`src/rtl/l1i_axi_read_master_pkg.sv`:
```
// Shared AXI constants and the refill FSM state type for the L1I read master.
// The data-side read master also imports this package.
package l1i_axi_read_master_pkg;

    localparam logic [1:0] AXI_BURST_INCR  = 2'b01;
    localparam logic [2:0] AXI_SIZE_WORD   = 3'b010;
    localparam logic [1:0] AXI_RESP_OKAY   = 2'b00;
    localparam logic [1:0] AXI_RESP_EXOKAY = 2'b01;
    localparam logic [1:0] AXI_RESP_SLVERR = 2'b10;
    localparam logic [1:0] AXI_RESP_DECERR = 2'b11;

    typedef enum logic [1:0] {
        ST_IDLE = 2'd0,
        ST_AR   = 2'd1,
        ST_R    = 2'd2,
        ST_DONE = 2'd3
    } l1i_state_e;

    // EXOKAY is unexpected for a non-exclusive read, so it counts as an error too.
    function automatic logic axi_resp_is_err(input logic [1:0] resp);
        return (resp == AXI_RESP_SLVERR) || (resp == AXI_RESP_DECERR) ||
               (resp == AXI_RESP_EXOKAY);
    endfunction

endpackage

```
`src/rtl/l1i_axi_read_master_if.sv`:
```
// Cache-side request/beat signals plus the AXI4 AR/R channels of the L1I read master.
// Handshakes: a transfer happens on a rising clk edge where VALID and READY are both high;
// VALID never waits on READY, and payload is held stable while VALID is high and READY low.
interface l1i_axi_read_master_if #(
    parameter int ADDR_W     = 32,
    parameter int DATA_W     = 32,
    parameter int ID_W       = 4,
    parameter int LINE_BEATS = 4
);
    localparam int IDX_W = $clog2(LINE_BEATS);

    logic              I_req;
    logic [ADDR_W-1:0] I_addr;
    logic              I_line;
    logic [DATA_W-1:0] I_out;
    logic              I_beat_valid;
    logic [IDX_W-1:0]  I_beat_idx;
    logic              I_wait;
    logic              I_err;

    logic [ID_W-1:0]   ARID;
    logic [ADDR_W-1:0] ARADDR;
    logic [3:0]        ARLEN;
    logic [2:0]        ARSIZE;
    logic [1:0]        ARBURST;
    logic              ARVALID;
    logic              ARREADY;

    logic [ID_W-1:0]   RID;
    logic [DATA_W-1:0] RDATA;
    logic [1:0]        RRESP;
    logic              RLAST;
    logic              RVALID;
    logic              RREADY;

    modport master (
        input  I_req, I_addr, I_line,
        output I_out, I_beat_valid, I_beat_idx, I_wait, I_err,
        output ARID, ARADDR, ARLEN, ARSIZE, ARBURST, ARVALID,
        input  ARREADY,
        input  RID, RDATA, RRESP, RLAST, RVALID,
        output RREADY
    );

    modport slave (
        output I_req, I_addr, I_line,
        input  I_out, I_beat_valid, I_beat_idx, I_wait, I_err,
        input  ARID, ARADDR, ARLEN, ARSIZE, ARBURST, ARVALID,
        output ARREADY,
        output RID, RDATA, RRESP, RLAST, RVALID,
        input  RREADY
    );

endinterface

```
`src/rtl/axi_beat_counter.sv`:
```
// Up-counter for AXI burst beats: clear, load, enable, wrap after MAX and a terminal compare.
module axi_beat_counter #(
    parameter int W   = 4,
    parameter int MAX = 15
) (
    input  logic         clk,
    input  logic         rst_n,
    input  logic         clr,
    input  logic         load,
    input  logic [W-1:0] load_val,
    input  logic         en,
    input  logic [W-1:0] term,
    output logic [W-1:0] cnt,
    output logic         at_term
);

    logic [W-1:0] cnt_q;
    logic [W-1:0] cnt_d;

    always_comb begin
        cnt_d = cnt_q;
        if (clr) begin
            cnt_d = '0;
        end else if (load) begin
            cnt_d = load_val;
        end else if (en) begin
            cnt_d = (cnt_q == W'(MAX)) ? '0 : cnt_q + W'(1);
        end
    end

    always_ff @(posedge clk or negedge rst_n) begin
        if (!rst_n) begin
            cnt_q <= '0;
        end else begin
            cnt_q <= cnt_d;
        end
    end

    assign cnt     = cnt_q;
    assign at_term = (cnt_q == term);

endmodule

```
`src/rtl/l1i_axi_read_master.sv`:
```
// Turns one L1I miss/refill request into a single AXI4 read burst and streams the
// returned words back to the cache, flagging bad responses and RLAST framing errors.
module l1i_axi_read_master
    import l1i_axi_read_master_pkg::*;
#(
    parameter int ADDR_W     = 32,
    parameter int DATA_W     = 32,
    parameter int ID_W       = 4,
    parameter int MASTER_ID  = 0,
    parameter int LINE_BEATS = 4
) (
    input  logic                         clk,
    input  logic                         rstn,
    l1i_axi_read_master_if.master        bus,
    output l1i_state_e                   dbg_state
);

    localparam int IDX_W = $clog2(LINE_BEATS);
    localparam int OFF_W = $clog2(LINE_BEATS * 4);
    localparam logic [ADDR_W-1:0] LINE_MASK = {ADDR_W{1'b1}} << OFF_W;
    localparam logic [ADDR_W-1:0] WORD_MASK = {ADDR_W{1'b1}} << 2;
    localparam logic [3:0]        LEN_LINE  = 4'(LINE_BEATS - 1);

    l1i_state_e        state_q, state_d;
    logic [ADDR_W-1:0] addr_q, addr_d;
    logic [3:0]        len_q, len_d;
    logic              err_q, err_d;
    logic [DATA_W-1:0] out_q, out_d;
    logic              bv_q, bv_d;
    logic [IDX_W-1:0]  idx_q, idx_d;

    logic              cnt_clr;
    logic              cnt_en;
    logic [3:0]        cnt;
    logic              cnt_at_term;

    axi_beat_counter #(
        .W   (4),
        .MAX (LINE_BEATS - 1)
    ) u_beat_cnt (
        .clk      (clk),
        .rst_n    (rstn),
        .clr      (cnt_clr),
        .load     (1'b0),
        .load_val (4'd0),
        .en       (cnt_en),
        .term     (len_q),
        .cnt      (cnt),
        .at_term  (cnt_at_term)
    );

    always_comb begin
        state_d = state_q;
        addr_d  = addr_q;
        len_d   = len_q;
        err_d   = err_q;
        out_d   = out_q;
        bv_d    = 1'b0;
        idx_d   = idx_q;
        cnt_clr = 1'b0;
        cnt_en  = 1'b0;
        case (state_q)
            ST_IDLE: begin
                if (bus.I_req) begin
                    addr_d  = bus.I_line ? (bus.I_addr & LINE_MASK) : (bus.I_addr & WORD_MASK);
                    len_d   = bus.I_line ? LEN_LINE : 4'd0;
                    err_d   = 1'b0;
                    cnt_clr = 1'b1;
                    state_d = ST_AR;
                end
            end
            ST_AR: begin
                if (bus.ARREADY) begin
                    state_d = ST_R;
                end
            end
            ST_R: begin
                if (bus.RVALID) begin
                    out_d  = bus.RDATA;
                    bv_d   = 1'b1;
                    idx_d  = cnt[IDX_W-1:0];
                    cnt_en = 1'b1;
                    if (axi_resp_is_err(bus.RRESP) || (bus.RID != ID_W'(MASTER_ID))) begin
                        err_d = 1'b1;
                    end
                    // Burst ends on whichever comes first: expected count or RLAST;
                    // a mismatch between the two is a framing error.
                    if (cnt_at_term) begin
                        if (!bus.RLAST) begin
                            err_d = 1'b1;
                        end
                        state_d = ST_DONE;
                    end else if (bus.RLAST) begin
                        err_d   = 1'b1;
                        state_d = ST_DONE;
                    end
                end
            end
            ST_DONE: begin
                state_d = ST_IDLE;
            end
            default: begin
                state_d = ST_IDLE;
            end
        endcase
    end

    always_ff @(posedge clk or negedge rstn) begin
        if (!rstn) begin
            state_q <= ST_IDLE;
            addr_q  <= '0;
            len_q   <= '0;
            err_q   <= 1'b0;
            out_q   <= '0;
            bv_q    <= 1'b0;
            idx_q   <= '0;
        end else begin
            state_q <= state_d;
            addr_q  <= addr_d;
            len_q   <= len_d;
            err_q   <= err_d;
            out_q   <= out_d;
            bv_q    <= bv_d;
            idx_q   <= idx_d;
        end
    end

    assign bus.ARID         = ID_W'(MASTER_ID);
    assign bus.ARADDR       = addr_q;
    assign bus.ARLEN        = len_q;
    assign bus.ARSIZE       = AXI_SIZE_WORD;
    assign bus.ARBURST      = AXI_BURST_INCR;
    assign bus.ARVALID      = (state_q == ST_AR);
    assign bus.RREADY       = (state_q == ST_R);

    assign bus.I_out        = out_q;
    assign bus.I_beat_valid = bv_q;
    assign bus.I_beat_idx   = idx_q;
    assign bus.I_err        = err_q;
    // Rises combinationally on the accepting cycle; held low while in reset.
    assign bus.I_wait       = rstn & ((state_q != ST_IDLE) | bus.I_req);

    assign dbg_state        = state_q;

endmodule

```
`src/flat_wrapper.sv`:
```
// flat-port wrapper written by rule: the top's interface ports become plain ports
module l1i_axi_read_master_flat import l1i_axi_read_master_pkg::*;
#(
    parameter int ADDR_W     = 32,
    parameter int DATA_W     = 32,
    parameter int ID_W       = 4,
    parameter int MASTER_ID  = 0,
    parameter int LINE_BEATS = 4
)
  (clk, rstn, dbg_state, bus_I_req, bus_I_addr, bus_I_line, bus_I_out, bus_I_beat_valid, bus_I_beat_idx, bus_I_wait, bus_I_err, bus_ARID, bus_ARADDR, bus_ARLEN, bus_ARSIZE, bus_ARBURST, bus_ARVALID, bus_ARREADY, bus_RID, bus_RDATA, bus_RRESP, bus_RLAST, bus_RVALID, bus_RREADY);
  l1i_axi_read_master_if #(.ADDR_W(ADDR_W), .DATA_W(DATA_W), .ID_W(ID_W), .LINE_BEATS(LINE_BEATS)) bus_i ();
  input  logic clk;
  input  logic rstn;
  output l1i_state_e dbg_state;
  input wire logic [$bits(bus_i.I_req)-1:0] bus_I_req;
  input wire logic [$bits(bus_i.I_addr)-1:0] bus_I_addr;
  input wire logic [$bits(bus_i.I_line)-1:0] bus_I_line;
  output wire logic [$bits(bus_i.I_out)-1:0] bus_I_out;
  output wire logic [$bits(bus_i.I_beat_valid)-1:0] bus_I_beat_valid;
  output wire logic [$bits(bus_i.I_beat_idx)-1:0] bus_I_beat_idx;
  output wire logic [$bits(bus_i.I_wait)-1:0] bus_I_wait;
  output wire logic [$bits(bus_i.I_err)-1:0] bus_I_err;
  output wire logic [$bits(bus_i.ARID)-1:0] bus_ARID;
  output wire logic [$bits(bus_i.ARADDR)-1:0] bus_ARADDR;
  output wire logic [$bits(bus_i.ARLEN)-1:0] bus_ARLEN;
  output wire logic [$bits(bus_i.ARSIZE)-1:0] bus_ARSIZE;
  output wire logic [$bits(bus_i.ARBURST)-1:0] bus_ARBURST;
  output wire logic [$bits(bus_i.ARVALID)-1:0] bus_ARVALID;
  input wire logic [$bits(bus_i.ARREADY)-1:0] bus_ARREADY;
  input wire logic [$bits(bus_i.RID)-1:0] bus_RID;
  input wire logic [$bits(bus_i.RDATA)-1:0] bus_RDATA;
  input wire logic [$bits(bus_i.RRESP)-1:0] bus_RRESP;
  input wire logic [$bits(bus_i.RLAST)-1:0] bus_RLAST;
  input wire logic [$bits(bus_i.RVALID)-1:0] bus_RVALID;
  output wire logic [$bits(bus_i.RREADY)-1:0] bus_RREADY;
  assign bus_i.I_req = bus_I_req;
  assign bus_i.I_addr = bus_I_addr;
  assign bus_i.I_line = bus_I_line;
  assign bus_I_out = bus_i.I_out;
  assign bus_I_beat_valid = bus_i.I_beat_valid;
  assign bus_I_beat_idx = bus_i.I_beat_idx;
  assign bus_I_wait = bus_i.I_wait;
  assign bus_I_err = bus_i.I_err;
  assign bus_ARID = bus_i.ARID;
  assign bus_ARADDR = bus_i.ARADDR;
  assign bus_ARLEN = bus_i.ARLEN;
  assign bus_ARSIZE = bus_i.ARSIZE;
  assign bus_ARBURST = bus_i.ARBURST;
  assign bus_ARVALID = bus_i.ARVALID;
  assign bus_i.ARREADY = bus_ARREADY;
  assign bus_i.RID = bus_RID;
  assign bus_i.RDATA = bus_RDATA;
  assign bus_i.RRESP = bus_RRESP;
  assign bus_i.RLAST = bus_RLAST;
  assign bus_i.RVALID = bus_RVALID;
  assign bus_RREADY = bus_i.RREADY;
  l1i_axi_read_master #(.ADDR_W(ADDR_W), .DATA_W(DATA_W), .ID_W(ID_W), .MASTER_ID(MASTER_ID), .LINE_BEATS(LINE_BEATS)) u_core (.clk(clk), .rstn(rstn), .bus(bus_i), .dbg_state(dbg_state));
endmodule
```
`config.mk`:
```
export PLATFORM = sky130hd
export DESIGN_NAME = l1i_axi_read_master_flat
export DESIGN_NICKNAME = d
export VERILOG_FILES = /design/src/rtl/l1i_axi_read_master_pkg.sv /design/src/rtl/l1i_axi_read_master_if.sv /design/src/rtl/axi_beat_counter.sv /design/src/rtl/l1i_axi_read_master.sv /design/src/flat_wrapper.sv
export SDC_FILE = /design/constraint.sdc
export NUM_CORES = 1
export LEC_CHECK = 0
export BUFFER_PORTS_ARGS = -buffer_cell sky130_fd_sc_hd__buf_2
export CORE_ASPECT_RATIO = 0.8
export CORE_UTILIZATION = 40
export DETAILED_ROUTE_END_ITERATION = 12
export HOLD_SLACK_MARGIN = 0.1
export MAX_ROUTING_LAYER = met4
export PLACE_DENSITY = 0.74
export SLEW_MARGIN = 20
export SYNTH_ARGS = -nofsm -noshare
export SYNTH_HDL_FRONTEND = slang
export SYNTH_HIERARCHICAL = 1
export SYNTH_SLANG_ARGS = --single-unit
```
`constraint.sdc`:
```
create_clock -name clk -period 2.7 [get_ports clk]
set_input_delay 0.135 -clock clk [delete_from_list [all_inputs] [get_ports clk]]
set_output_delay 0.135 -clock clk [all_outputs]
set_load 0.1 [all_outputs]
```
## Word level (Yosys, flattened, before mapping)

Cells that the tools add are included.

- Output and inout bits: 86
- Bits in latches: 0
- Memories kept: 0
- Input port bits: 77
- Bits in writable memories: 0
- Memory bits (read-only): 0
- Bits in registers: 78

- Equal/unequal tests: 12
- Mux-type cells: 22
- Multipliers: 0
- Bitwise logic cells: 2
- Reduce and logical (&&, ||, !) cells: 12
- Add/subtract/negate cells: 1
- Shifts and indexed selects: 0
- Divide/modulo/power cells: 0
- Order comparisons: 0

Operators by type and width:

| cell | count |
|---|---|
| $mux 4 | 4 |
| $mux 2 | 6 |
| $mux 1 | 10 |
| $eq 2x2->1 const B | 4 |
| $pmux 2 s4 | 1 |
| $reduce_bool 2->1 | 3 |
| $add 4x1->4 const B | 1 |
| $eq 2x1->1 const B | 2 |
| $eq 4x2->1 const B | 1 |
| $eq 4x4->1 | 1 |
| $ne 2x2->1 const B | 2 |
| $reduce_and 2->1 | 2 |
| $reduce_and 4->1 | 1 |
| $reduce_bool 4->1 | 1 |
| $logic_or 1x1->1 | 3 |
| $ne 3x2->1 const B | 1 |
| $reduce_and 3->1 | 1 |
| $logic_not 2->1 | 1 |
| $ne 2x1->1 const B | 1 |
| $pmux 1 s2 | 1 |
| $and 1x1->1 | 1 |
| $or 1x1->1 | 1 |

## Longest topological paths before layout

Gate-level depths: netlist of run 1.

- Word-level depth: 9
- Depth in mapped cells: 8
- Gate-level depth less buffers: 7

## Cells and area by module

The synthesis of run 1 kept the hierarchy.

By module, submodules not included:

| module | sequential area each (µm²) | cells an instance | times used | area each (µm²) |
|---|---|---|---|---|
| l1i_axi_read_master | 1726.7 | 186 | 1 | 2806.4 |
| axi_beat_counter | 100.1 | 30 | 1 | 285.3 |

## Least setup slack after synthesis of run 1

No wires, ideal clock.

- Kind: reg2reg
- Start point: register u_core.state_q[1] (netlist: u_core/dbg_state[1])
- End point: register u_core.u_beat_cnt.cnt_q[1] (netlist: u_core/u_beat_cnt/cnt[1])
- Stages on the path, launching flop included: 8
- Data required time: 2.582 ns
- Setup slack: -0.544 ns
- Data arrival time: 3.126 ns
- Setup time: 0.118 ns
- Cell sequence: dfrtp_1 ha_1 nand2_2 buf_2 inv_1 mux2_2 mux2i_1 nor2_1

- Cells in the longest elaborated chain, start to end: 3

Ends and longest elaborated chain:

| what | line | text |
|---|---|---|
| start: declaration | l1i_axi_read_master.sv:24 | `l1i_state_e state_q, state_d;` |
| start signal: assignment | l1i_axi_read_master.sv:118 | `state_q <= state_d;` |
| $eq 2x2->1 | -- |  |
| net bus_RREADY | flat_wrapper.sv:35 | `output wire logic [$bits(bus_i.RREADY)-1:0] bus_RREADY;` |
| $mux 1 | l1i_axi_read_master.sv:62 | `case (state_q)` |
| net u_core.bv_d | l1i_axi_read_master.sv:29 | `logic bv_q, bv_d;` |
| $reduce_bool 2->1 (no source line) | -- |  |
| end signal: assignment | axi_beat_counter.sv:35 | `cnt_q <= cnt_d;` |
| end: declaration | axi_beat_counter.sv:17 | `logic [W-1:0] cnt_q;` |

The timed path passes the listed nets, and every way through them passes these cells.
A chain may end at the register's enable or synchronous reset.

## Final worst setup path of run 1

- Start point: register u_core.len_q[0] (netlist: u_core/bus.ARLEN[0])
- End point: register u_core.state_q[1] (netlist: u_core/dbg_state[1])

- Cells in the longest elaborated chain, start to end: 4

Ends and longest elaborated chain:

| what | line | text |
|---|---|---|
| start: declaration | l1i_axi_read_master.sv:26 | `logic [3:0] len_q, len_d;` |
| start signal: assignment | l1i_axi_read_master.sv:120 | `len_q <= len_d;` |
| $eq 4x4->1 (*) | axi_beat_counter.sv:40 | `assign at_term = (cnt_q == term);` |
| net u_core.cnt_at_term | l1i_axi_read_master.sv:35 | `logic cnt_at_term;` |
| $mux 2 | l1i_axi_read_master.sv:88 | `if (cnt_at_term) begin` |
| $mux 2 | l1i_axi_read_master.sv:78 | `if (bus.RVALID) begin` |
| $pmux 2 s4 | l1i_axi_read_master.sv:62 |  |

The timed path passes the listed nets; every way through them passes the cells marked *. The select of a mux whose other input is x is not followed.

==> flow_metrics.env, run 1 <==
export IMPL_postLayoutCoreUtil_pct=63.7
export IMPL_fin_area_sq_um=4730
export IMPL_detailroute_via_count=2404
export IMPL_post_route_drc_count=0
export IMPL_async_reset_ff_share_pct=100
export IMPL_sequential_cell_area_fraction_in_the_yosys_report_pct=59.1
export IMPL_synth_enable_flop_cells=0
export IMPL_post_route_cells_drive_above_1_share_pct=52.9
export IMPL_cts_repair_resized=0
export IMPL_post_drt_via_cell_ratio=4.38
export IMPL_detailed_place_hpwl_mm=4.59
export IMPL_startpoint_type="register"
export IMPL_max_clock_freq_ghz=0.478
export IMPL_cts_clk_slew_worst_paths_ns=0.07
export IMPL_filler_cell_count=587
export IMPL_cts_tree="yes"
export IMPL_rsz0062_at_grt="no"
export IMPL_path_buf_inv=0
export IMPL_cell_area_after_technology_mapping_sq_um=3090
export IMPL_tritoncts_buffers=9
export IMPL_finalHoldViolCount=0
export IMPL_postSynthCellCount=216
export IMPL_critical_path_slowest_cell="sky130_fd_sc_hd__dfrtp_1"
export IMPL_synth_cells_most_frequent="73 x sky130_fd_sc_hd__dfrtp_1, 62 x sky130_fd_sc_hd__mux2_2, 14 x sky130_fd_sc_hd__buf_4"
export IMPL_initial_drc_count=17
export IMPL_antenna_found_initial=0
export IMPL_crit_path_end_kind="register"
export IMPL_worst_clock_skew_ns=0.00743
export IMPL_nets=521
export IMPL_synth_ff_type="sky130_fd_sc_hd__dfrtp_1"
export IMPL_timing_max_cap_violations=0
export IMPL_setup_viol=0
export IMPL_placed_instance_area_sq_um=3930
export IMPL_synth_top_area_share_pct=59.1
export IMPL_finalWorstPathRequiredPeriod_ns=2.09
export IMPL_worstPathMaxFanout=5
export IMPL_clkSinkCount=73
export IMPL_min_delay_path_class="input pin to register"
export IMPL_path_class="register to register"
export IMPL_core_area_sq_um=7430
export IMPL_worstPathCellList="xor2_1 -> nor4_1 -> nor2_1 -> a2111oi_2 -> mux2_1"
export IMPL_clk_root_buffer_cell="sky130_fd_sc_hd__clkbuf_8"
export IMPL_largest_net_degree_at_the_start_of_global_routing=43
export IMPL_routabilityCongestion=0.695
export IMPL_finish_cell_count_without_fillers=549
export IMPL_grt_ovfl_total=0
export IMPL_placement_rows=28
export IMPL_critical_path_max_stage_delay_ns=0.44
export IMPL_hold_end="u_core/bus.I_err$_DFFE_PN0P_"
export IMPL_slew_viol_final=0
export IMPL_worst_slew_margin_rel_pct=64.7
export IMPL_final_antenna_net_count=0
export IMPL_initial_core_util_pct=41.6
export IMPL_ff_latch_area_sq_um=1830
export IMPL_gr_usage_all_layers_pct=18.8
export IMPL_drt_wl_total_mm=7.25
export IMPL_synthTopCellsByArea="sky130_fd_sc_hd__dfrtp_1 59%, sky130_fd_sc_hd__mux2_2 23%, sky130_fd_sc_hd__buf_4 3.4%, sky130_fd_sc_hd__ha_1 2.0%, sky130_fd_sc_hd__xor2_1 1.1%"
export IMPL_die_h_microns=80.6
export IMPL_holdCritStartpoint="bus_RVALID"
export IMPL_critical_path_required_ns=2.91
export IMPL_first_pass_grt_wire_length_mm=11.1
export IMPL_avgRoutedWirePerCell_microns=13.2
export IMPL_netlist_top_cell_by_area="sky130_fd_sc_hd__dfrtp_1"
export IMPL_worst_path_stages=5
export IMPL_r2r_start="u_core/bus.ARLEN[0]$_DFFE_PN0P_"
export IMPL_io_buffers=147
export IMPL_htree_num_levels=3
export IMPL_result_of_the_run="finished, final reports clean"
export IMPL_yosys_register_bits=73
export IMPL_post_synthesis_cell_type_count=32
export IMPL_final_setup_tns_ns=0
export IMPL_end_of_the_worst_register_to_register_path="u_core/dbg_state[1]$_DFFE_PN0P_"
export IMPL_worst_pin_slew_ns=0.529
export IMPL_area_delta_synth_final_pct=53.0
export IMPL_design_die_area_sq_um=8090
export IMPL_antenna_cells_inserted=0
export IMPL_first_pass_iters=3
export IMPL_first_global_vias=2456
export IMPL_fin_crit_sh_pct=77.5
export IMPL_die_width_microns=100
export IMPL_yosys_cell_count_top_type="sky130_fd_sc_hd__dfrtp_1"
export IMPL_multi_input_combinational_cell_area_sq_um=1180
export IMPL_clk_insertion_delay_late_ns=0.33
export IMPL_timing_critical_path_arrival_ns=2.31
export IMPL_r2r_setup_slack_ns=0.61
export IMPL_timing_reg2reg_worst_path_depth=5
export IMPL_synth_avg_cell_area_sq_um=14.3
export IMPL_dp_cells=469
export IMPL_yosys_warnings=6
export IMPL_num_io_pins=163
export IMPL_ctsLongestPathBuffers=2
export IMPL_critical_path_top_delay_family="simple AND/OR/NAND/NOR gates"
export IMPL_min_path_cells=4
==> tightest hold or removal path, delay by kind of cell <==
family / cells / cell delay [ns]
AND/OR/NAND/NOR: 2 / 0.17
AO/OA/AOI/OAI: 1 / 0.08
buffers and inverters: 1 / 0.12
==> sequential cells by signal, summed over array words and instances, names as in the netlist <==
register,cells
u_core/bus.ARLEN,1
u_core/u_beat_cnt/cnt,4
u_core/bus.I_beat_idx,2
u_core/dbg_state,2
u_core/bus.I_beat_valid,1
u_core/bus.I_err,1
u_core/bus.ARADDR,30
u_core/bus.I_out,32
==> logic make-up (layout without fill, tap and decap cells) <==
logic type      after synthesis  after routing  synth area share, %
simple gates                 26             26                 5.02
fa+ha+maj                     5              5                 2.02
buf+inv                      27            237                 5.22
xor+xnor                      6              6                 1.70
other cells                   2             20                0.243
flops                        73             73                 59.1
mux                          66             66                 24.0
compound gates               11             11                 2.71
==> area by class of cell <==
cell class                      count  share of cell area [%]
Sequential cell                    73                    38.7
Timing Repair Buffer              215                    29.8
Multi-Input combinational cell    134                    24.9
Tap cell                          105                    2.78
Clock buffer                       10                    2.70
Clock inverter                      6                   0.741
Inverter                            6                   0.476
==> repair_timing <==
item	in CTS	in global routing
setup endpoints to repair	0	0
hold endpoints to repair	94	0
setup buffers	0	0
hold buffers	64	0
==> placed cells by master, fill, tap and decap left out, types with 3 or more instances in the layout <==
cell / n
sky130_fd_sc_hd__buf_2: 146
sky130_fd_sc_hd__dfrtp_1: 71
sky130_fd_sc_hd__dlygate4sd3_1: 64
sky130_fd_sc_hd__mux2_2: 62
sky130_fd_sc_hd__conb_1: 20
sky130_fd_sc_hd__clkbuf_8: 9
sky130_fd_sc_hd__inv_1: 6
sky130_fd_sc_hd__buf_4: 5
sky130_fd_sc_hd__nand2_1: 5
sky130_fd_sc_hd__clkinv_2: 4
sky130_fd_sc_hd__nor2b_1: 4
sky130_fd_sc_hd__ha_1: 4
sky130_fd_sc_hd__xor2_1: 4
sky130_fd_sc_hd__nor2_1: 3
sky130_fd_sc_hd__mux2_1: 3
==> metal layers <==
layer	share of wire, %	vias to the layer above	global-route usage [%]
li1	-	1161	-
met1	42	1141	19.5
met2	52	94	33.6
met3	5.2	8	5.31
met4	1.1	0	7.83
met5	0	-	-
==> stage by stage <==
step	setup WS (ns)	hold slack, ns
after floorplan	0.132	-0.161
after global placement	0.649	0.101
after detailed placement	0.644	0.103
after CTS	0.605	0.182
after global routing	0.425	0.220
final	0.607	0.211
==> how the worst max path moves through the flow <==
| stage | start | to | slack (ns) |
|---|---|---|---|
| after floorplan | u_core/dbg_state[1]$_DFFE_PN0P_ | u_core/u_beat_cnt/cnt[1]$_DFFE_PN0P_ | 0.13 |
| after global placement | u_core/bus.ARLEN[0]$_DFFE_PN0P_ | u_core/dbg_state[1]$_DFFE_PN0P_ | 0.65 |
| after detailed placement | u_core/bus.ARLEN[0]$_DFFE_PN0P_ | u_core/dbg_state[1]$_DFFE_PN0P_ | 0.64 |
| after CTS | u_core/bus.ARLEN[0]$_DFFE_PN0P_ | u_core/dbg_state[1]$_DFFE_PN0P_ | 0.60 |
| after global routing | u_core/bus.ARLEN[0]$_DFFE_PN0P_ | u_core/dbg_state[1]$_DFFE_PN0P_ | 0.42 |
| final | u_core/bus.ARLEN[0]$_DFFE_PN0P_ | u_core/dbg_state[1]$_DFFE_PN0P_ | 0.61 |
Power of run 1 is not shown: default switching activity piles up to over one toggle a cycle in this logic, so the estimate is an artifact.
==> run 2, diff against run 1 <==
--- a/config.mk
+++ b/config.mk
@@ -5,6 +5,7 @@
 export SDC_FILE = /design/constraint.sdc
 export NUM_CORES = 1
 export LEC_CHECK = 0
+export ABC_AREA = 1
 export BUFFER_PORTS_ARGS = -buffer_cell sky130_fd_sc_hd__buf_2
 export CORE_ASPECT_RATIO = 0.8
 export CORE_UTILIZATION = 40
==> constraint.sdc (replaced) <==
create_clock -name clk -period 2.1 [get_ports clk]
set_input_delay 0.105 -clock clk [delete_from_list [all_inputs] [get_ports clk]]
set_output_delay 0.105 -clock clk [all_outputs]
set_load 0.1 [all_outputs]
==> run 2 against run 1 <==
Global-route usage is 4.3 points higher. Via count grew 35%. Clock skew down 0.0019 ns. Sequential share of layout area fell by 1.1 points. Area after synthesis grew 4.6%. Routed wire length up 30%. First-iteration DRC count grew to 8.6 times the previous value. Synthesized cell count up 83%. Non-clock buffer count is the same. Register-to-register slack lost 0.35 ns. Utilization increased by 0.41 points. Critical endpoint is now bus_I_wait.
==> flow_metrics.env, run 2 <==
export IMPL_synth_ff_type="sky130_fd_sc_hd__dfrtp_1"
export IMPL_finish_cell_count_without_fillers=728
export IMPL_post_synthesis_cell_type_count=24
export IMPL_placement_rows=28
export IMPL_ff_latch_area_sq_um=1830
export IMPL_min_delay_path_class="input pin to register"
export IMPL_clk_root_buffer_cell="sky130_fd_sc_hd__clkbuf_8"
export IMPL_timing_max_cap_violations=0
export IMPL_htree_num_levels=3
export IMPL_result_of_the_run="finished, final reports clean"
export IMPL_area_delta_synth_final_pct=50.7
export IMPL_critical_path_max_stage_delay_ns=0.43
export IMPL_final_antenna_net_count=0
export IMPL_yosys_register_bits=73
export IMPL_avgRoutedWirePerCell_microns=13.0
export IMPL_slew_viol_final=0
export IMPL_async_reset_ff_share_pct=100
export IMPL_clk_insertion_delay_late_ns=0.34
export IMPL_initial_drc_count=146
export IMPL_post_drt_via_cell_ratio=4.47
export IMPL_yosys_warnings=6
export IMPL_timing_critical_path_mode_cell="sky130_fd_sc_hd__inv_1"
export IMPL_worst_pin_slew_ns=0.509
export IMPL_worst_slew_margin_rel_pct=66.1
export IMPL_finalWorstPathRequiredPeriod_ns=1.91
export IMPL_synth_enable_flop_cells=0
export IMPL_cts_clk_slew_worst_paths_ns=0.07
export IMPL_synth_avg_cell_area_sq_um=8.19
export IMPL_detailroute_via_count=3251
export IMPL_design_die_area_sq_um=8450
export IMPL_path_class="register to output pin"
export IMPL_antenna_cells_inserted=0
export IMPL_first_pass_iters=5
export IMPL_drt_wl_total_mm=9.45
export IMPL_ctsLongestPathBuffers=2
export IMPL_max_clock_freq_ghz=0.524
export IMPL_critical_path_required_ns=2.00
export IMPL_synthTopCellsByArea="sky130_fd_sc_hd__dfrtp_1 57%, sky130_fd_sc_hd__nand2_1 26%, sky130_fd_sc_hd__buf_4 3.3%, sky130_fd_sc_hd__inv_1 3.1%, sky130_fd_sc_hd__ha_1 1.9%"
export IMPL_num_io_pins=163
export IMPL_timing_critical_path_arrival_ns=1.80
export IMPL_crit_path_end_kind="output pin"
export IMPL_final_setup_tns_ns=0
export IMPL_layout_cells_most_common="sky130_fd_sc_hd__nand2_1"
export IMPL_die_width_microns=103
export IMPL_initial_core_util_pct=42.5
export IMPL_critical_path_top_delay_family="buffers and inverters"
export IMPL_filler_cell_count=601
export IMPL_worstPathMaxFanout=4
export IMPL_post_route_drc_count=0
export IMPL_largest_net_degree_at_the_start_of_global_routing=40
export IMPL_multi_input_combinational_cell_area_sq_um=1220
export IMPL_worst_clock_skew_ns=0.00555
export IMPL_worstPathCellList="inv_1 -> ha_1 -> nand2_1 -> inv_1 -> nor2_4 -> buf_2"
export IMPL_most_frequent_cells_in_the_layout="225 x sky130_fd_sc_hd__nand2_1, 146 x sky130_fd_sc_hd__buf_2, 71 x sky130_fd_sc_hd__dfrtp_1"
export IMPL_cts_tree="yes"
export IMPL_netlist_top_cell_by_area="sky130_fd_sc_hd__dfrtp_1"
export IMPL_fin_crit_sh_pct=90.8
export IMPL_post_cts_repair_setup_buffers=0
export IMPL_gr_usage_all_layers_pct=23.1
export IMPL_post_route_cells_drive_above_1_share_pct=28.1
export IMPL_setup_viol=0
export IMPL_synth_top_area_share_pct=56.5
export IMPL_sequential_cell_area_fraction_in_the_yosys_report_pct=56.5
export IMPL_dp_cells=648
export IMPL_largest_register_ff_count=32
export IMPL_synth_cells_most_frequent="225 x sky130_fd_sc_hd__nand2_1, 73 x sky130_fd_sc_hd__dfrtp_1, 27 x sky130_fd_sc_hd__inv_1"
export IMPL_postSynthCellCount=395
export IMPL_critical_path_slowest_cell="sky130_fd_sc_hd__dfrtp_4"
export IMPL_nets=700
export IMPL_rsz0062_at_grt="no"
export IMPL_first_pass_grt_wire_length_mm=14.2
export IMPL_grt_ovfl_total=0
export IMPL_core_area_sq_um=7600
export IMPL_cell_area_after_technology_mapping_sq_um=3230
export IMPL_routabilityCongestion=0.827
export IMPL_first_global_vias=3027
export IMPL_antenna_found_initial=0
export IMPL_cts_repair_resized=0
export IMPL_path_buf_inv=3
export IMPL_yosys_cell_count_top_type="sky130_fd_sc_hd__nand2_1"
export IMPL_startpoint_type="register"
export IMPL_tritoncts_buffers=9
export IMPL_detailed_place_hpwl_mm=5.28
export IMPL_io_buffers=147
export IMPL_finalHoldViolCount=0
export IMPL_clkSinkCount=73
export IMPL_die_h_microns=82.4
run 2: tightest hold or removal path: stages:
cell and delay, ns:
sky130_fd_sc_hd__buf_2 0.08, sky130_fd_sc_hd__inv_1 0.03, sky130_fd_sc_hd__nand2_1 0.04, sky130_fd_sc_hd__nor2_1 0.04
sky130_fd_sc_hd__nand3_1 0.05, sky130_fd_sc_hd__nand2_1 0.04, sky130_fd_sc_hd__nand2_1 0.04
run 2: final cells by class:
type | instances | area share, %
Clock buffer | 10 | 2.62
Inverter | 29 | 2.34
Multi-Input combinational cell | 290 | 25.0
Timing Repair Buffer | 215 | 28.9
Sequential cell | 73 | 37.6
Clock inverter | 6 | 0.899
Tap cell | 105 | 2.70
run 2: final timing paths:
check | startpoint | endpoint | slack, ns | depth (start not counted)
max | u_core/dbg_state[0]$_DFFE_PN0P_ | bus_I_wait | 0.19 | 6
min | bus_RRESP[1] | u_core/bus.I_err$_DFFE_PN0P_ | 0.13 | 7
max reg2reg | u_core/dbg_state[0]$_DFFE_PN0P_ | u_core/bus.ARADDR[4]$_DFFE_PN0P_ | 0.26 | 7
min in group asynchronous | rstn | u_core/bus.I_err$_DFFE_PN0P_ | 0.25 | 2
max in group asynchronous | rstn | u_core/dbg_state[0]$_DFFE_PN0P_ | 0.93 | 3
min reg2reg | u_core/bus.I_out[28]$_DFFE_PN0P_ | u_core/bus.I_out[28]$_DFFE_PN0P_ | 0.48 | 2
run 2: timing repair:
action,4_1_cts,5_1_grt
hold buffers,64,0
endpoints found under the setup margin,0,0
endpoints found under the hold margin,96,0
run 2: logic make-up after synthesis:
logic type	count (synthesis)	share of synthesized area [%]
AND/OR/NAND/NOR	249	29.8
flip-flops	73	56.5
buffers and inverters	55	9.17
AO/OA/AOI/OAI	7	1.24
adder cells (fa/ha/maj)	5	1.93
XOR/XNOR	4	1.08
other	2	0.232
run 2: routing by layer:
layer / track usage (%) / vias up / wire [microns]
met2: 37.4 / 189 / 4400
met5: - / - / 0
met1: 27.5 / 1451 / 3940
met4: 7.71 / 0 / 197
met3: 7.32 / 23 / 903
li1: - / 1588 / -
run 2: per-stage QoR:
step	hold WS (ns)	setup slack [ns]	instance area [sq um]	utilization, %
5_1_grt	0.146	0.0694	4870	64.1
4_1_cts	0.113	0.173	4870	64.1
3_5_place_dp	0.0779	0.334	4060	53.4
2_1_floorplan	-0.191	0.00865	3340	-
3_3_place_gp	0.0746	0.381	4060	53.4
6_report	0.127	0.193	4870	64.1
Power of run 2 is left out for the same reason.
==> run 3, diff against run 2 <==
--- a/config.mk
+++ b/config.mk
@@ -13,6 +13,7 @@
 export HOLD_SLACK_MARGIN = 0.1
 export MAX_ROUTING_LAYER = met4
 export PLACE_DENSITY = 0.74
+export RECOVER_POWER = 50
 export SLEW_MARGIN = 20
 export SYNTH_ARGS = -nofsm -noshare
 export SYNTH_HDL_FRONTEND = slang
==> run 3 against run 2 <==
Die area did not move. Routed wire length rose by 0.32%. Clock skew fell by 0.00069 ns. First-iteration DRC count fell by 2.7%. Final cell count did not move. Design area fell by 1.2%. Register-to-register slack improved by 0.02 ns. Via count rose by 0.12%. Utilization fell by 0.79 points. Critical endpoint unchanged.
==> flow_metrics.env, run 3 (same netlist as run 2, synthesis figures left out) <==
export IMPL_initial_core_util_pct=42.5
export IMPL_critical_path_slowest_cell="sky130_fd_sc_hd__dfrtp_4"
export IMPL_gr_usage_all_layers_pct=23.1
export IMPL_worst_pin_slew_ns=1.20
export IMPL_design_die_area_sq_um=8450
export IMPL_setup_viol=0
export IMPL_core_area_sq_um=7600
export IMPL_clk_root_buffer_cell="sky130_fd_sc_hd__clkbuf_8"
export IMPL_critical_path_max_stage_delay_ns=0.43
export IMPL_timing_reg2reg_worst_path_depth=7
export IMPL_first_global_vias=3027
export IMPL_result_of_the_run="finished, final reports clean"
export IMPL_worstPathMaxFanout=4
export IMPL_first_pass_iters=5
export IMPL_detailed_place_hpwl_mm=5.28
export IMPL_most_frequent_cells_in_the_layout="225 x sky130_fd_sc_hd__nand2_1, 100 x sky130_fd_sc_hd__buf_2, 71 x sky130_fd_sc_hd__dfrtp_1"
export IMPL_layout_cells_most_common="sky130_fd_sc_hd__nand2_1"
export IMPL_detailroute_via_count=3255
export IMPL_worst_slew_margin_rel_pct=20.0
export IMPL_timing_critical_path_arrival_ns=1.80
export IMPL_post_route_cells_drive_above_1_share_pct=20.7
export IMPL_filler_cell_count=637
export IMPL_postLayoutCoreUtil_pct=63.3
export IMPL_die_h_microns=82.4
export IMPL_slew_viol_final=0
export IMPL_met1_usage_pct=27.5
export IMPL_grt_met2_usage_pct=37.4
export IMPL_initial_drc_count=142
export IMPL_post_route_drc_count=0
export IMPL_area_delta_synth_final_pct=48.9
export IMPL_worst_clock_skew_ns=0.00486
export IMPL_nets=700
export IMPL_timing_max_cap_violations=0
export IMPL_grt_ovfl_total=0
export IMPL_finalHoldViolCount=0
export IMPL_cp_endpoint="bus_I_wait"
export IMPL_path_class="register to output pin"
export IMPL_io_buffers=147
export IMPL_clk_insertion_delay_late_ns=0.34
export IMPL_crit_path_end_kind="output pin"
export IMPL_startpoint_type="register"
export IMPL_htree_num_levels=3
export IMPL_placement_rows=28
export IMPL_r2r_start="u_core/dbg_state[0]$_DFFE_PN0P_"
export IMPL_first_pass_grt_wire_length_mm=14.2
export IMPL_cts_clk_slew_worst_paths_ns=0.08
export IMPL_drt_wl_total_mm=9.48
export IMPL_rsz0062_at_grt="no"
export IMPL_largest_net_degree_at_the_start_of_global_routing=40
export IMPL_ctsLongestPathBuffers=2
export IMPL_tritoncts_buffers=9
export IMPL_worst_hold_slack_ns=0.124
export IMPL_post_drt_via_cell_ratio=4.47
export IMPL_end_of_the_worst_register_to_register_path="u_core/bus.ARADDR[4]$_DFFE_PN0P_"
export IMPL_die_width_microns=103
export IMPL_grt_met3_use_pct=7.32
export IMPL_max_clock_freq_ghz=0.524
export IMPL_routabilityCongestion=0.827
export IMPL_critical_path_required_ns=2.00
export IMPL_min_delay_path_class="input pin to register"
export IMPL_cts_tree="yes"
export IMPL_largest_register_ff_count=32
export IMPL_fin_crit_sh_pct=90.9
export IMPL_critPathLaunch="u_core/dbg_state[0]$_DFFE_PN0P_"
export IMPL_final_antenna_net_count=0
export IMPL_clkSinkCount=73
export IMPL_num_io_pins=163
export IMPL_final_setup_tns_ns=0
export IMPL_worstPathCellList="inv_1 -> ha_1 -> nand2_1 -> inv_1 -> nor2_4 -> buf_2"
export IMPL_cts_repair_resized=0
export IMPL_antenna_found_initial=0
export IMPL_avgRoutedWirePerCell_microns=13.0
export IMPL_globalRoute_busiestLayer="met2"
export IMPL_timing_critical_path_mode_cell="sky130_fd_sc_hd__inv_1"
export IMPL_finalWorstPathRequiredPeriod_ns=1.91
export IMPL_antenna_cells_inserted=0
export IMPL_r2r_setup_slack_ns=0.28
-- run 3: changes by cell type in the layout (fill, tap and decap cells not counted) --
cell | before | now
sky130_fd_sc_hd__buf_2 | 146 | 100
sky130_fd_sc_hd__buf_4 | 5 | 4
sky130_fd_sc_hd__clkbuf_1 | 1 | 47
sky130_fd_sc_hd__clkbuf_2 | 0 | 1
-- run 3: cell type report --
class                   count  area [sq um]  share of cell area [%]
inverters                  29           114                    2.37
flip-flops and latches     73          1830                    38.1
multi-input cells         290          1220                    25.3
clock inverters             6          43.8                   0.910
well taps                 105           131                    2.73
clock buffers              10           128                    2.65
repair buffers            215          1350                    28.0
-- run 3: critical path: cells and delay by family, from the launching register on --
kind | cells | cell delay (ns)
adders and majority gates | 1 | 0.24
and+or+nand+nor | 2 | 0.19
DFF | 1 | 0.43
buffers and inverters | 3 | 0.61
-- run 3: repair_timing --
item / 4_1_cts / 5_1_grt
setup buffers: 0 / 0
hold buffers: 64 / 0
endpoints found under the hold margin: 96 / 0
-- run 3: worst min path at each step --
stage,from,end,cells past startpoint,slack (ns)
CTS,bus_RRESP[1],u_core/bus.I_err$_DFFE_PN0P_,7,0.11
global route,bus_RRESP[1],u_core/bus.I_err$_DFFE_PN0P_,7,0.15
global placement,rstn,u_core/bus.I_err$_DFFE_PN0P_,1,0.07
floorplan,rstn,u_core/bus.ARADDR[10]$_DFFE_PN0P_,0,-0.19
detailed placement,rstn,u_core/bus.I_err$_DFFE_PN0P_,1,0.08
finish,bus_RRESP[1],u_core/bus.I_err$_DFFE_PN0P_,7,0.12
-- run 3: per-stage QoR --
stage | instances | worst slack (ns) | cell area [sq um]
after floorplan | 418 | 0.00865 | 3340
after global placement | 648 | 0.381 | 4060
after detailed placement | 648 | 0.334 | 4060
after CTS | 728 | 0.173 | 4870
after global routing | 728 | 0.0694 | 4810
final | 728 | 0.191 | 4810
-- run 3: metal layers --
layer	up-vias	share of wire [%]	wire length, microns
met5	-	0	0
met4	0	2.0	186
met3	21	11	1000
met2	193	47	4420
met1	1453	41	3860
li1	1588	-	-
Power of run 3 is left out for the same reason.
